### config.mk
export PLATFORM = sky130hd
export DESIGN_NAME = ram_access_sequencer
export DESIGN_NICKNAME = d
export VERILOG_FILES = /design/src/rtl/ram_access_sequencer_pkg.sv /design/src/rtl/ram_access_sequencer.sv
export SDC_FILE = /design/constraint.sdc
export NUM_CORES = 1
export LEC_CHECK = 0
export CORE_MARGIN = 3
export CORE_UTILIZATION = 49
export CTS_CLUSTER_DIAMETER = 150
export CTS_CLUSTER_SIZE = 30
export DETAILED_ROUTE_END_ITERATION = 16
export PLACE_DENSITY = 0.89
export SLEW_MARGIN = 20
export SYNTH_ARGS = -nofsm -noshare
export SYNTH_HDL_FRONTEND = slang
export SYNTH_SLANG_ARGS = --single-unit
### constraint.sdc
create_clock -name Clock -period 2.5 [get_ports Clock]
set_input_delay 0.25 -clock Clock [delete_from_list [all_inputs] [get_ports Clock]]
set_output_delay 0.25 -clock Clock [all_outputs]
set_load 0.005 [all_outputs]
### src/rtl/ram_access_sequencer_pkg.sv
// Shared types and constants for the byte-wide RAM access sequencer.
// Holds the FSM state encoding, response kinds and default widths.
package ram_access_sequencer_pkg;

    localparam int unsigned DEFAULT_ADDR_WIDTH = 8;
    localparam int unsigned DEFAULT_WORD_WIDTH = 8;
    localparam int unsigned CORE_WIDTH         = 2 * DEFAULT_WORD_WIDTH;

    localparam logic [2:0] S_IDLE      = 3'd0;
    localparam logic [2:0] S_RD_LO     = 3'd1;
    localparam logic [2:0] S_RD_HI     = 3'd2;
    localparam logic [2:0] S_WR_LO_SET = 3'd3;
    localparam logic [2:0] S_WR_LO_STB = 3'd4;
    localparam logic [2:0] S_WR_HI_SET = 3'd5;
    localparam logic [2:0] S_WR_HI_STB = 3'd6;

    typedef enum logic [2:0] {
        IDLE      = S_IDLE,
        RD_LO     = S_RD_LO,
        RD_HI     = S_RD_HI,
        WR_LO_SET = S_WR_LO_SET,
        WR_LO_STB = S_WR_LO_STB,
        WR_HI_SET = S_WR_HI_SET,
        WR_HI_STB = S_WR_HI_STB
    } state_e;

    typedef enum logic {
        RESP_STORE = 1'b0,
        RESP_LOAD  = 1'b1
    } resp_e;

    function automatic int unsigned core_width(input int unsigned word_width);
        return 2 * word_width;
    endfunction

endpackage

### src/rtl/ram_access_sequencer.sv
// Core-facing load/store engine that splits 16-bit accesses into little-endian
// byte transfers on an asynchronous byte-wide RAM with a setup-then-strobe write.
module ram_access_sequencer
    import ram_access_sequencer_pkg::*;
#(
    parameter int unsigned ADDR_WIDTH = DEFAULT_ADDR_WIDTH,
    parameter int unsigned WORD_WIDTH = DEFAULT_WORD_WIDTH
) (
    input  logic                    Clock,
    input  logic                    nReset,
    input  logic                    ReqValid,
    output logic                    ReqReady,
    input  logic                    ReqWrite,
    input  logic                    ReqByte,
    input  logic [ADDR_WIDTH-1:0]   ReqAddr,
    input  logic [2*WORD_WIDTH-1:0] ReqWData,
    output logic                    RespValid,
    output logic [2*WORD_WIDTH-1:0] RespRData,
    output logic                    RamWriteEnable,
    output logic [ADDR_WIDTH-1:0]   RamReadAddr,
    output logic [ADDR_WIDTH-1:0]   RamWriteAddr,
    output logic [WORD_WIDTH-1:0]   RamWriteData,
    input  logic [WORD_WIDTH-1:0]   RamReadData
);

    localparam int unsigned CW = core_width(WORD_WIDTH);

    state_e                state_q, state_d;
    logic [ADDR_WIDTH-1:0] addr_q, addr_d;
    logic [WORD_WIDTH-1:0] wdata_q, wdata_d;
    // Holds the captured low read byte on loads, the pending high write byte on stores
    logic [WORD_WIDTH-1:0] buf_q, buf_d;
    logic                  is_byte_q, is_byte_d;
    logic                  we_q, we_d;
    logic                  rv_q, rv_d;
    logic [CW-1:0]         rdata_q, rdata_d;
    logic                  ready_q, ready_d;

    // Next-state and next-output logic
    always_comb begin
        state_d   = state_q;
        addr_d    = addr_q;
        wdata_d   = wdata_q;
        buf_d     = buf_q;
        is_byte_d = is_byte_q;
        we_d      = 1'b0;
        rv_d      = 1'b0;
        rdata_d   = rdata_q;

        unique case (state_q)
            IDLE: begin
                if (ReqValid) begin
                    addr_d    = ReqAddr;
                    is_byte_d = ReqByte;
                    if (ReqWrite) begin
                        wdata_d = ReqWData[WORD_WIDTH-1:0];
                        buf_d   = ReqWData[CW-1:WORD_WIDTH];
                        state_d = WR_LO_SET;
                    end else begin
                        state_d = RD_LO;
                    end
                end
            end
            RD_LO: begin
                if (is_byte_q) begin
                    rdata_d = {{WORD_WIDTH{1'b0}}, RamReadData};
                    rv_d    = 1'b1;
                    state_d = IDLE;
                end else begin
                    buf_d   = RamReadData;
                    addr_d  = addr_q + ADDR_WIDTH'(1);
                    state_d = RD_HI;
                end
            end
            RD_HI: begin
                rdata_d = {RamReadData, buf_q};
                rv_d    = 1'b1;
                state_d = IDLE;
            end
            WR_LO_SET: begin
                we_d    = 1'b1;
                state_d = WR_LO_STB;
            end
            WR_LO_STB: begin
                if (is_byte_q) begin
                    rv_d    = 1'b1;
                    state_d = IDLE;
                end else begin
                    addr_d  = addr_q + ADDR_WIDTH'(1);
                    wdata_d = buf_q;
                    state_d = WR_HI_SET;
                end
            end
            WR_HI_SET: begin
                we_d    = 1'b1;
                state_d = WR_HI_STB;
            end
            WR_HI_STB: begin
                rv_d    = 1'b1;
                state_d = IDLE;
            end
            default: state_d = IDLE;
        endcase

        ready_d = (state_d == IDLE);
    end

    // State and output registers
    always_ff @(posedge Clock or negedge nReset) begin
        if (!nReset) begin
            state_q   <= IDLE;
            addr_q    <= '0;
            wdata_q   <= '0;
            buf_q     <= '0;
            is_byte_q <= 1'b0;
            we_q      <= 1'b0;
            rv_q      <= 1'b0;
            rdata_q   <= '0;
            ready_q   <= 1'b1;
        end else begin
            state_q   <= state_d;
            addr_q    <= addr_d;
            wdata_q   <= wdata_d;
            buf_q     <= buf_d;
            is_byte_q <= is_byte_d;
            we_q      <= we_d;
            rv_q      <= rv_d;
            rdata_q   <= rdata_d;
            ready_q   <= ready_d;
        end
    end

    assign ReqReady       = ready_q;
    assign RespValid      = rv_q;
    assign RespRData      = rdata_q;
    assign RamWriteEnable = we_q;
    assign RamReadAddr    = addr_q;
    assign RamWriteAddr   = addr_q;
    assign RamWriteData   = wdata_q;

endmodule

Word-level counts from Yosys, hierarchy flattened
Index checks and enable logic that the tools add are counted.
Storage, ports and cells
  word-level logic and storage cells: 57
  input bits: 37
  bits in registers: 47
  output and inout bits: 43
Operators by class
  reduce and logical (&&, ||, !) cells: 14
  add/subtract/negate cells: 1
  mux-type cells: 21
  eq/ne operators: 12
Operators by type and width (number)
  8-bit two-way mux: 8
  8-bit case mux with 2 select lines: 3
  16-bit case mux with 2 select lines: 1
  16-bit two-way mux: 1
  3-bit case mux with 5 select lines: 1
  2-bit inequality test (second input constant): 6
  3-bit == test (second input constant): 3
  8-bit by 1-bit adder with 8-bit output (second input constant): 1
  4-bit AND reduction: 2
  2-bit nonzero test: 4
  3-bit by 2-bit == test with 1-bit output (second input constant): 2
  3-bit zero test: 2
  3-bit two-way mux: 2
  2-bit OR reduction: 3
  2-bit two-way mux: 2
  2-bit AND reduction: 2
  3-bit by 1-bit == test with 1-bit output (second input constant): 1
  3-bit AND reduction: 1
  1-bit two-way mux: 2
  1-bit case mux with 2 select lines: 1

Longest topological paths before layout
  depth after elaboration: 4
  gate-level depth with buffers: 6
  depth with buffers taken out: 5

Worst setup path before layout
No wires, ideal clock.
  kind: reg2reg
  start: reg state_q[2]
  end: reg addr_q[0], in the netlist RamReadAddr[0]
  slack: 1.021 ns
  path buffers: 1
  cell stages (with the launch flop): 6
  data required time: 2.376 ns
  period minus slack after synthesis: 1.479 ns
  arrival time: 1.355 ns
  setup time: 0.124 ns
  path through: dfrtp_1 buf_6 or2_4 a32oi_4 nor4_1 a211o_1
On the way
  longest elaborated chain between the ends: 4
  elaborated cells on any way between the ends: 9
  those cells by class: 4 x eq/ne; 1 x mux; 4 x reduce/logical
Ends and longest elaborated chain
  start: declaration: line ram_access_sequencer.sv:28  | state_e state_q, state_d;
  start signal: assignment: line ram_access_sequencer.sv:121  | state_q <= state_d;
  3-bit == test / 3-bit by 1-bit == test with 1-bit output (equally long branches): line ram_access_sequencer.sv:50  | unique case (state_q)
  2-bit OR reduction (no line)
  2-bit inequality test (no line) / 2-bit nonzero test (equally long branches)
  3-bit AND reduction (no line)
  end signal: assignment: line ram_access_sequencer.sv:122  | addr_q <= addr_d;
  end: declaration: line ram_access_sequencer.sv:29  | logic [ADDR_WIDTH-1:0] addr_q, addr_d;
Several ways; a longest one is shown, not always the timed one.
A chain may end at the register's enable or synchronous reset.

Worst setup path after layout
Ends and elaborated chain as after synthesis.

==> flow_metrics.py <==
metrics = {
    "status": {
        "status": "finished clean",
    },
    "global_route": {
        "grt_pass1_vias": 1978,
        "grt_max_degree": 48,
        "grt_overflow": 0,
        "grt_pass1_wl_mm": 9.687,
        "antenna_found_initial": 0,
        "grt_usage": 0.2069,
    },
    "drt": {
        "drtPass1Iterations": 4,
        "route.met3.wl_um": 270,
        "vias": 1932,
        "wl_mm": 5.685,
        "vias_per_cell": 5.367,
        "wl_per_cell_um": 15.79,
        "wl_met2_mm": 2.854,
        "ant_nets": 0,
        "dr.first_iter.drc_count": 111,
        "drt-met1-wl_mm": 2.408,
        "drc": 0,
        "routed.top_layer": "met4",
    },
    "worst_setup_path": {
        "critPathLaunchType": "flip-flop",
        "worstPathArrival_ps": 2120,
        "r2r_cells": 4,
        "critical_path_class": "reg2reg",
        "end_kind": "flip-flop",
        "reg2reg_to": "RamReadAddr[0]",
        "r2r_slack_ps": 570,
        "required_ps": 2690,
        "crit_path_end": "RamReadAddr[0]",
        "cp-startpoint": "state_q[2]",
        "cp_max_fo": 16,
        "regToRegStartpoint": "state_q[2]",
    },
    "synth": {
        "synth.net_count": 265,
        "synth_fa_ha_area_frac": 0.005222,
        "synth_seq_area_share": 0.4914,
        "synth-xor-area-share": 0.01044,
        "muxShareOfSynthArea": 0.1342,
        "synth_compound_area_frac": 0.1572,
        "synth-edff-count": 0,
        "synth.ff_latch_count": 47,
        "synth-simple-area-share": 0.1358,
        "ys.flop_type": "dfrtp_1",
        "async_flop_share": 1.000,
        "syn_inst": 227,
        "netlist_top_cells_area": "dfrtp_1, mux2i_1, nand2_1",
        "avgSynthCellArea_um2": 10.56,
        "synth_top_family_by_area": "compound AO/OA/AOI/OAI gates",
        "synth_top_area_cell": "dfrtp_1",
        "yosys_warnings": 0,
        "yosys.cell_types.count": 39,
        "netlist_area_um2": 2396,
        "yosys.area.top_type_share": 0.4804,
    },
    "clock_tree": {
        "cts_sinks": 47,
        "clock-root-buffer": "clkbuf_8",
        "htree_levels": 2,
        "clock_latency_ps": 290,
        "cts_made_buffers": 5,
        "clk_pin_slew_ps": 80,
        "clockBufferDepth": 2,
        "cts_tree": "built",
    },
    "place": {
        "dp_cells": 352,
        "port_buffers": 79,
        "dp_hpwl_mm": 4.234,
        "place_congestion": 0.8128,
    },
    "floorplanning": {
        "rows": 24,
        "io-pin-count": 80,
        "die_width_um": 75.93,
        "dieArea_um2": 5765,
        "start_util": 0.5284,
        "core-area_um2": 4534,
        "die_height_um": 75.93,
    },
    "timing": {
        "worst_slew_pin_slew_ps": 712.9,
        "rsz0062_at_grt": "no",
        "max_clock_freq_ghz": 0.5180,
        "hold_violations": 0,
        "clock_skew_ps": 5.076,
        "setup_violations": 0,
        "drv_slew": 0,
        "fin_crit_ps": 1931,
        "setup_tns_ps": 0,
        "fin_crit_sh": 0.7722,
        "relSlewSlack": 0.5248,
    },
    "layout": {
        "num-fill-cells": 364,
        "final_cells": 360,
        "layout_common_cells": "clkdlybuf4s50_1, dfrtp_1, nand2_1, mux2i_1, o21ai_1",
        "nNetsFinal": 333,
        "layout_commonest_cell": "clkdlybuf4s50_1",
        "diodes": 0,
        "area_delta_synth_final_pct": 34.73,
        "drive_gt1_frac": 0.06102,
    },
    "power": {
        "power.leakage_nw": 1.401,
        "peakVddDrop_mv": 0.7264,
        "power_density_nw_per_um2": 1190,
    },
    "job": {
        "maxCapViolCount": 0,
    },
    "min_path": {
        "hp-class": "in2async",
    },
}
[critical path: stages (launching register included)]
cell and delay (ps):
dfrtp_1 610, or2_4 380, a32oi_4 450, nor4_1 100
a211o_1 280
[cells in the mapped netlist, drive strengths merged, types with 2 or more instances]
cell type  count
dfrtp         46
nand2         32
mux2i         31
o21ai         29
buf           19
a22o           8
a21oi          7
nor2           7
inv            4
nand2b         4
nand3          4
o22ai          4
a21o           3
nor2b          3
a211o          2
a2bb2oi        2
and3           2
nand3b         2
nor3           2
or2            2
xnor2          2
[sequential cells by signal (all words and copies together), names as in the netlist, 3 cells and up]
name	flops
RespRData	16
RamReadAddr	8
RamWriteData	8
buf_q	8
state_q	3
[power breakdown]
group / leakage [nW] / switching, W / internal, W / total (W)
combinational: 0.772 / 0.000834 / 0.00109 / 0.00192
clock: 0.0470 / 0.000231 / 0.000217 / 0.000448
sequential: 0.583 / 0.000350 / 0.00112 / 0.00147
[final cells by class]
class	count	area, um2	area share
Sequential cell	47	1177	0.3647
Multi-Input combinational cell	156	1061	0.3287
Timing Repair Buffer	81	805.8	0.2496
Clock buffer	6	82.58	0.02558
Tap cell	65	81.33	0.02519
Inverter	4	15.01	0.004651
Clock inverter	1	5.005	0.001550
[kinds of logic after synthesis]
family | count (synthesis)
xor+xnor | 2
flops | 47
fa+ha+maj | 1
simple gates | 63
compound gates | 58
buf+inv | 24
mux | 32
[timing repair]
item	4_1_cts	5_1_grt
gates resized for setup	0	0
hold endpoints to repair	0	7
setup buffers	0	0
hold buffers	0	1
[metrics by stage]
stage                     hold slack [ps]  power, W  cell area [um2]  setup slack, ps    util
after global placement              460.0  0.003320             3128            621.5  0.6898
after CTS                           150.5  0.003875             3216            567.1  0.7092
after global routing                525.0  0.004129             3228            442.0  0.7119
after floorplan                    -45.59  0.002596             2396             1021       -
final                               485.6  0.003841             3228            569.4  0.7119
after detailed placement            475.3  0.003410             3128            562.2  0.6898
[routing by layer]
layer,GRT usage,up-vias
li1,-,928
met1,0.2693,923
met2,0.3360,66
met3,0.04265,15
met4,0.08877,0
met5,0,-
[worst min path at each step]
stage | endpoint | slack, ps | cells past startpoint
2_1_floorplan | RamReadAddr[0] | -50 | 0
3_3_place_gp | RamWriteData[3] | 460 | 2
3_5_place_dp | RespRData[14] | 480 | 1
4_1_cts | RespRData[14] | 150 | 1
5_1_grt | RespRData[12] | 530 | 1
6_report | RespRData[13] | 490 | 2
(Power assumes the default switching activity.)
